[src/rtl/p09_pkg.sv]
// Shared constants and types for the p09 sprite renderer slice.
// The optional bitmap double buffer is enabled by defining SPRITE_DOUBLE_BUFFER_EN.
package p09_pkg;
  localparam int SCREEN_HEIGHT = 480;
  localparam int SCALE_SHIFT   = 2;
  localparam int SPRITE_WIDTH  = 8;
  localparam int SPRITE_HEIGHT = 8;
  localparam int SPRITE_N      = SPRITE_WIDTH * SPRITE_HEIGHT;

  typedef logic [SPRITE_N-1:0] sprite_bitmap_t;
endpackage

[src/rtl/p09_sprite_bitmap.sv]
// Serially loaded sprite bitmap; SPRITE_DOUBLE_BUFFER_EN adds a shadow register
// that is copied to the active bitmap only when commit_i (next_frame) is high.
module p09_sprite_bitmap
  import p09_pkg::*;
#(
  parameter int N = SPRITE_N
) (
  input  logic         clk,
  input  logic         reset_n,
  input  logic         shift_i,
  input  logic         data_i,
  input  logic         commit_i,
  output logic [N-1:0] bitmap_o
);

`ifdef SPRITE_DOUBLE_BUFFER_EN
  logic [N-1:0] shadow_q, shadow_d;
  logic [N-1:0] active_q, active_d;

  // Shadow takes new bits; active copies the shadow's pre-shift value on commit.
  always_comb begin
    shadow_d = shadow_q;
    active_d = active_q;
    if (shift_i) begin
      shadow_d = {shadow_q[N-2:0], data_i};
    end else begin
      shadow_d = shadow_q;
    end
    if (commit_i) begin
      active_d = shadow_q;
    end else begin
      active_d = active_q;
    end
  end

  // Bitmap registers.
  always_ff @(posedge clk) begin
    if (!reset_n) begin
      shadow_q <= '0;
      active_q <= '0;
    end else begin
      shadow_q <= shadow_d;
      active_q <= active_d;
    end
  end

  assign bitmap_o = active_q;
`else
  logic [N-1:0] bitmap_q, bitmap_d;
  logic         unused_commit_s;

  assign unused_commit_s = commit_i;

  // Single bitmap shifts in place; rendering may tear while loading.
  always_comb begin
    bitmap_d = bitmap_q;
    if (shift_i) begin
      bitmap_d = {bitmap_q[N-2:0], data_i};
    end else begin
      bitmap_d = bitmap_q;
    end
  end

  // Bitmap register.
  always_ff @(posedge clk) begin
    if (!reset_n) begin
      bitmap_q <= '0;
    end else begin
      bitmap_q <= bitmap_d;
    end
  end

  assign bitmap_o = bitmap_q;
`endif

endmodule

[src/rtl/p09_sprite_renderer.sv]
// Two-stage sprite hit test and bitmap lookup, plus the next_frame pulse.
// Optional SPRITE_DOUBLE_BUFFER_EN makes bitmap loads take effect at next_frame.
module p09_sprite_renderer #(
  parameter int SPRITE_WIDTH  = p09_pkg::SPRITE_WIDTH,
  parameter int SPRITE_HEIGHT = p09_pkg::SPRITE_HEIGHT,
  parameter int SCALE_SHIFT   = p09_pkg::SCALE_SHIFT,
  parameter int HEIGHT        = p09_pkg::SCREEN_HEIGHT
) (
  input  logic       clk,
  input  logic       reset_n,
  input  logic [9:0] counter_h,
  input  logic [9:0] counter_v,
  input  logic       display_on,
  input  logic [7:0] sprite_x,
  input  logic [7:0] sprite_y,
  input  logic       shift_sprite,
  input  logic       data_in_sprite,
  output logic       next_frame,
  output logic       sprite_pixel
);
  import p09_pkg::*;

  localparam int N    = SPRITE_WIDTH * SPRITE_HEIGHT;
  localparam int IDXW = (N > 1) ? $clog2(N) : 1;
  localparam int RXW  = (SPRITE_WIDTH > 1) ? $clog2(SPRITE_WIDTH) : 1;
  localparam int RYW  = (SPRITE_HEIGHT > 1) ? $clog2(SPRITE_HEIGHT) : 1;

  logic [N-1:0]    bitmap_s;
  logic [7:0]      xs_s, ys_s;
  logic [8:0]      rx_s, ry_s;
  logic            in_box_d, in_box_q;
  logic            disp_d, disp_q;
  logic [RXW-1:0]  rx_d, rx_q;
  logic [RYW-1:0]  ry_d, ry_q;
  logic [IDXW-1:0] lin_s, idx_s;
  logic            pix_d, pix_q;
  logic            nf_d, nf_q;

  p09_sprite_bitmap #(
    .N (N)
  ) u_bitmap (
    .clk      (clk),
    .reset_n  (reset_n),
    .shift_i  (shift_sprite),
    .data_i   (data_in_sprite),
    .commit_i (nf_q),
    .bitmap_o (bitmap_s)
  );

  // Stage-1 hit test; the 9-bit difference keeps sprites near 255 from wrapping to 0.
  always_comb begin
    xs_s     = 8'(counter_h >> SCALE_SHIFT);
    ys_s     = 8'(counter_v >> SCALE_SHIFT);
    rx_s     = {1'b0, xs_s} - {1'b0, sprite_x};
    ry_s     = {1'b0, ys_s} - {1'b0, sprite_y};
    in_box_d = (xs_s >= sprite_x) && (rx_s < 9'(SPRITE_WIDTH)) &&
               (ys_s >= sprite_y) && (ry_s < 9'(SPRITE_HEIGHT));
    disp_d   = display_on;
    rx_d     = rx_s[RXW-1:0];
    ry_d     = ry_s[RYW-1:0];
    nf_d     = (counter_v == 10'(HEIGHT)) && (counter_h == 10'd0);
  end

  // Stage-2 bitmap lookup from registered offsets only.
  always_comb begin
    lin_s = IDXW'(ry_q) * IDXW'(SPRITE_WIDTH) + IDXW'(rx_q);
    idx_s = IDXW'(N - 1) - lin_s;
    pix_d = in_box_q && disp_q && bitmap_s[idx_s];
  end

  // Pipeline and output registers.
  always_ff @(posedge clk) begin
    if (!reset_n) begin
      in_box_q <= 1'b0;
      disp_q   <= 1'b0;
      rx_q     <= '0;
      ry_q     <= '0;
      pix_q    <= 1'b0;
      nf_q     <= 1'b0;
    end else begin
      in_box_q <= in_box_d;
      disp_q   <= disp_d;
      rx_q     <= rx_d;
      ry_q     <= ry_d;
      pix_q    <= pix_d;
      nf_q     <= nf_d;
    end
  end

  assign sprite_pixel = pix_q;
  assign next_frame   = nf_q;

endmodule

[config.mk]
export PLATFORM = sky130hd
export DESIGN_NAME = p09_sprite_renderer
export DESIGN_NICKNAME = d
export VERILOG_FILES = /design/src/rtl/p09_pkg.sv /design/src/rtl/p09_sprite_bitmap.sv /design/src/rtl/p09_sprite_renderer.sv
export SDC_FILE = /design/constraint.sdc
export NUM_CORES = 1
export LEC_CHECK = 0
export ABC_AREA = 1
export CAP_MARGIN = 20
export CORE_UTILIZATION = 53
export DETAILED_ROUTE_END_ITERATION = 6
export DONT_BUFFER_PORTS = 1
export PLACE_DENSITY = 0.67
export SETUP_SLACK_MARGIN = 0.2
export SYNTH_ARGS = -nofsm -noshare
export SYNTH_HDL_FRONTEND = slang
export SYNTH_SLANG_ARGS = --single-unit
[constraint.sdc]
create_clock -name clk -period 4.7 [get_ports clk]
set_input_delay 0.47 -clock clk [delete_from_list [all_inputs] [get_ports clk]]
set_output_delay 0.47 -clock clk [all_outputs]
set_load 0.05 [all_outputs]
-- Word level (Yosys, flattened, before mapping)
Index checks and enable logic that the tools add are counted.
- register bits after elaboration: 74
- bits of input ports: 41
- output and inout port bits: 2
- word-level logic and storage cells: 26
- add/subtract/negate cells: 4
- $lt $le $gt $ge: 5
- eq/ne operators: 1
- multiplexer cells: 2
- reduce and logical (&&, ||, !) cells: 7
- operators with widths (kind ; number):
    $lt A9 B4 Y1 const B ; 2
    $sub A8 B8 Y9 ; 2
    $ge A8 B8 Y1 ; 2
    $eq A10 B9 Y1 const B ; 1
    $logic_not A10 Y1 ; 1
    $lt A6 B7 Y1 const B ; 1
    $add A6 B3 Y6 ; 1
    $bmux W1 S6 ; 1
    $logic_and A1 B1 Y1 ; 6
    $sub A6 B6 Y6 const A ; 1
    $mux W1 ; 1

-- Depth between registers and ports, before layout
- word-level depth: 5
- mapped depth: 14
- gate-level depth less buffers: 14

-- Modules after synthesis
A second synthesis with hierarchy kept.
- cell total of the unflattened synthesis: 736
- area, all modules: 4511.8 um^2
- modules (own cells, without submodules) (module ; instances ; cells each ; area an instance (um^2) ; sequential area each (um^2)):
    p09_sprite_bitmap ; 1 ; 405 ; 2670.1 ; 1281.2
    p09_sprite_renderer ; 1 ; 331 ; 1841.8 ; 200.2

-- Least setup slack after synthesis
Ideal clock, no wire load.
- path type: input -> register
- start: input port counter_h[2]
- end: register in_box_q
- setup time: 0.064 ns
- arrival: 1.756 ns
- required time: 4.636 ns
- path slack: 2.880 ns
- cell stages on the path: 10
- path buffers: 0
- cells stage by stage: inv_1 > ha_1 > inv_1 > fa_1 > nand3_1 > nand2_1 > a31oi_1 > xor2_1 > nand3_1 > nor2_1
- word-level cells in the longest chain between the ends: 5
- elaborated cells on any way between the ends: 6
- classes of those cells: add/sub: 1; order compare: 2; reduce/logical: 3
- ends and longest elaborated chain (what ; line ; source):
    start, declared ; p09_sprite_renderer.sv:11 ; input logic [9:0] counter_h,
    $sub A8 B8 Y9 ; p09_sprite_renderer.sv:54 ; rx_s = {1'b0, xs_s} - {1'b0, sprite_x};
    $lt A9 B4 Y1 ; p09_sprite_renderer.sv:56 ; in_box_d = (xs_s >= sprite_x) && (rx_s < 9'(SPRITE_WIDTH)) &&
    $logic_and A1 B1 Y1 (*) (2 in series) ; p09_sprite_renderer.sv:56 ;
    $logic_and A1 B1 Y1 (*) ; p09_sprite_renderer.sv:57 ; (ys_s >= sprite_y) && (ry_s < 9'(SPRITE_HEIGHT));
    end signal, assigned ; p09_sprite_renderer.sv:81 ; in_box_q <= in_box_d;
    end, declared ; p09_sprite_renderer.sv:31 ; logic in_box_d, in_box_q;
Every way passes the cells marked *; elsewhere a longest branch is shown, timed or not.
A chain may end at the register's enable or synchronous reset.

-- Worst setup path in the final report
- start: register rx_q[1]
- end: register pix_q, in the netlist sprite_pixel
- word-level cells in the longest chain between the ends: 5
- ends and longest elaborated chain (what ; line ; source):
    start, declared ; p09_sprite_renderer.sv:33 ; logic [RXW-1:0] rx_d, rx_q;
    start signal, assigned ; p09_sprite_renderer.sv:83 ; rx_q <= rx_d;
    $add A6 B3 Y6 ; p09_sprite_renderer.sv:66 ; lin_s = IDXW'(ry_q) * IDXW'(SPRITE_WIDTH) + IDXW'(rx_q);
    $sub A6 B6 Y6 ; p09_sprite_renderer.sv:67 ; idx_s = IDXW'(N - 1) - lin_s;
    $bmux W1 S6 ; p09_sprite_renderer.sv:68 ; pix_d = in_box_q && disp_q && bitmap_s[idx_s];
    $mux W1 (implied by the code) ; p09_sprite_renderer.sv:68 ;
    $logic_and A1 B1 Y1 ; p09_sprite_renderer.sv:68 ;
    end signal, assigned ; p09_sprite_renderer.sv:85 ; pix_q <= pix_d;
    end, declared ; p09_sprite_renderer.sv:36 ; logic pix_d, pix_q;
Every way passes these cells. The select of a mux whose other input is x is not followed.

==> results_dict.tcl <==
set metrics [dict create \
    pin_count 43 \
    drt_first_iter_violations 204 \
    required_ps 4980 \
    worstMarginPinSlew_ps 807 \
    p_total_mw 1.55 \
    io_buffers 0 \
    syn_inst 603 \
    dieArea_mm2 0.00795 \
    area_delta_synth_final_pct 4.75 \
    worst-setup-path-type "register to register" \
    postCtsSetupBuffers 0 \
    critPathMaxFanout 17 \
    cts_buffers 9 \
    n_antenna_cell 0 \
    whs_path_depth 1 \
    final.period_utilization_pct 42.4 \
    cts_num_sinks 74 \
    place.gp.congestion 0.975 \
    yosysSeqAreaShare_pct 36.8 \
    max_slew_margin_pct 46.1 \
    initial_core_util_pct 55.3 \
    core-area_mm2 0.00729 \
    synth_top_area_cell "dfxtp_1" \
    wl_per_cell_um 13.2 \
    hold_path.class "primary input to register" \
    fp-row-count 31 \
    netlist_top_cells_area "dfxtp_1 37%, nor2_1 13%, nand2_1 10%" \
    r2r_setup_slack_ps 2710 \
    ir_worst_vdd_v 0.000180 \
    cap_violations 0 \
    cts_resized 0 \
    fin_nets 645 \
    synth_edf_count 0 \
    setup_viol 0 \
    cts_tree "built" \
    yosys_most_used_dff "dfxtp_1" \
    grt_pass1_vias 3284 \
    power_density_mw_per_mm2 367 \
    die_h_um 89.2 \
    place_area_mm2 0.00396 \
    synth-async-reset-ratio_pct 0 \
    antenna_found_initial 0 \
    ant_nets 0 \
    place_ws_ps 2670 \
    final_cells 688 \
    cp-start-kind "register" \
    hold-worst-slack_ps 188 \
    drv_slew 0 \
    wl_um 9050 \
    critPathArrivalTime_ps 2270 \
    finalHoldViolCount 0 \
    grt_pass1_wl_um 15100 \
    postSynthAreaPerCell_um2 6.68 \
    netlist_area_mm2 0.00403 \
    tns_ps 0 \
    rsz0062_at_grt "no" \
    drtPass1Iterations 4 \
    synth-seq-cells 74 \
    setup_ws_ps 2710 \
    dpl.hpwl_um 5840 \
    fin_skew_ps 11.5 \
    cts.root.buffer_cell "clkbuf_8" \
    period_needed_ps 1990 \
    grt_overflow 0 \
    design_area_mm2 0.00422 \
    cts.path.max_buffers 2 \
    fmaxAchievable_mhz 502 \
    rr_worst_depth 8 \
    grt_usage_pct 24.5 \
    vias 3635 \
    place_inst 672 \
    outcome "complete, no violations" \
    p_leak_nw 1.94 \
    ys_warn_count 0 \
    end_kind "register" \
    viasPerCell 5.28 \
    yosysMostFrequentCell "nor2_1" \
    clkTransAtPathRegs_ps 70 \
    drc_errors 0 \
    drive_above_1_share_pct 5.60 \
    synth_top_area_share_pct 36.8 \
    ys_types 29 \
    grt_max_degree 70 \
    cts_hold_buf 0 \
    synthTopCellsByCount "143 x nor2_1, 108 x nand2_1, 74 x dfxtp_1" \
    synth_nets 663 \
    fin_util_pct 57.9 \
    clk-insertion-delay-late_ps 350 \
    ctsHtreeMaxLevel 3 \
    die_w_um 89.2 \
]
## layer usage
layer / global-route usage, % / wire length, µm / vias to the layer above
met4: 5.19 / 78 / 0
met2: 38.7 / 4180 / 88
met3: 6.56 / 489 / 10
met5: 0 / 0 / -
li1: - / - / 1891
met1: 33.8 / 4300 / 1646
## cell usage in the layout, fill, tap and decap left out, types with 10 or more instances in the layout
cell,instances
a21oi_1,11
clkbuf_8,10
dfxtp_1,74
ha_1,17
inv_1,44
nand2_1,108
nand2_2,10
nand3_1,72
nor2_1,143
o21ai_0,66
## critical path, stage by stage (launching register included)
cell and delay (ps):
dfxtp_1 840, inv_2 340, nand3_1 180, nand3_1 80
nand2_1 120, nand2_1 60, nand3_1 80, nand3_1 90
a21oi_2 130
## state kept, by name (all words and copies together), names as in the netlist
name / count
rx_q: 3
disp_q: 1
u_bitmap.bitmap_o: 64
next_frame: 1
in_box_q: 1
ry_q: 3
sprite_pixel: 1
## cells by family (layout without fill, tap and decap cells)
group | count (synthesis) | in the layout | synth area share, %
AND/OR/NAND/NOR | 347 | 347 | 36.2
AO/OA/AOI/OAI | 81 | 81 | 10.3
buffers and inverters | 78 | 64 | 9.53
flip-flops | 74 | 74 | 36.8
adder cells (fa/ha/maj) | 19 | 19 | 6.27
XOR/XNOR | 4 | 4 | 0.870
## final timing paths
kind / start / end
setup / recovery: rx_q[1]$_SDFF_PN0_ / sprite_pixel$_SDFF_PN0_
hold / removal: counter_v[0] / next_frame$_SDFF_PN0_
setup reg to reg: rx_q[1]$_SDFF_PN0_ / sprite_pixel$_SDFF_PN0_
hold reg to reg: disp_q$_SDFF_PN0_ / sprite_pixel$_SDFF_PN0_
## cell type report
| cell class | count | area [µm²] |
|---|---|---|
| tap | 99 | 124 |
| clock inverter | 5 | 103 |
| timing repair buffer | 2 | 27.5 |
| multi-input combinational | 451 | 2160 |
| fill | 760 | 3070 |
| sequential | 74 | 1480 |
| clock buffer | 10 | 138 |
| inverter | 47 | 184 |
## power by group
| part | switching, mW | leakage [nW] | internal [mW] |
|---|---|---|---|
| logic | 0.150 | 1.21 | 0.0944 |
| clock network | 0.236 | 0.118 | 0.363 |
| registers | 0.0374 | 0.611 | 0.667 |
| total | 0.424 | 1.94 | 1.12 |
No activity file was read; power rests on OpenSTA's default activity.
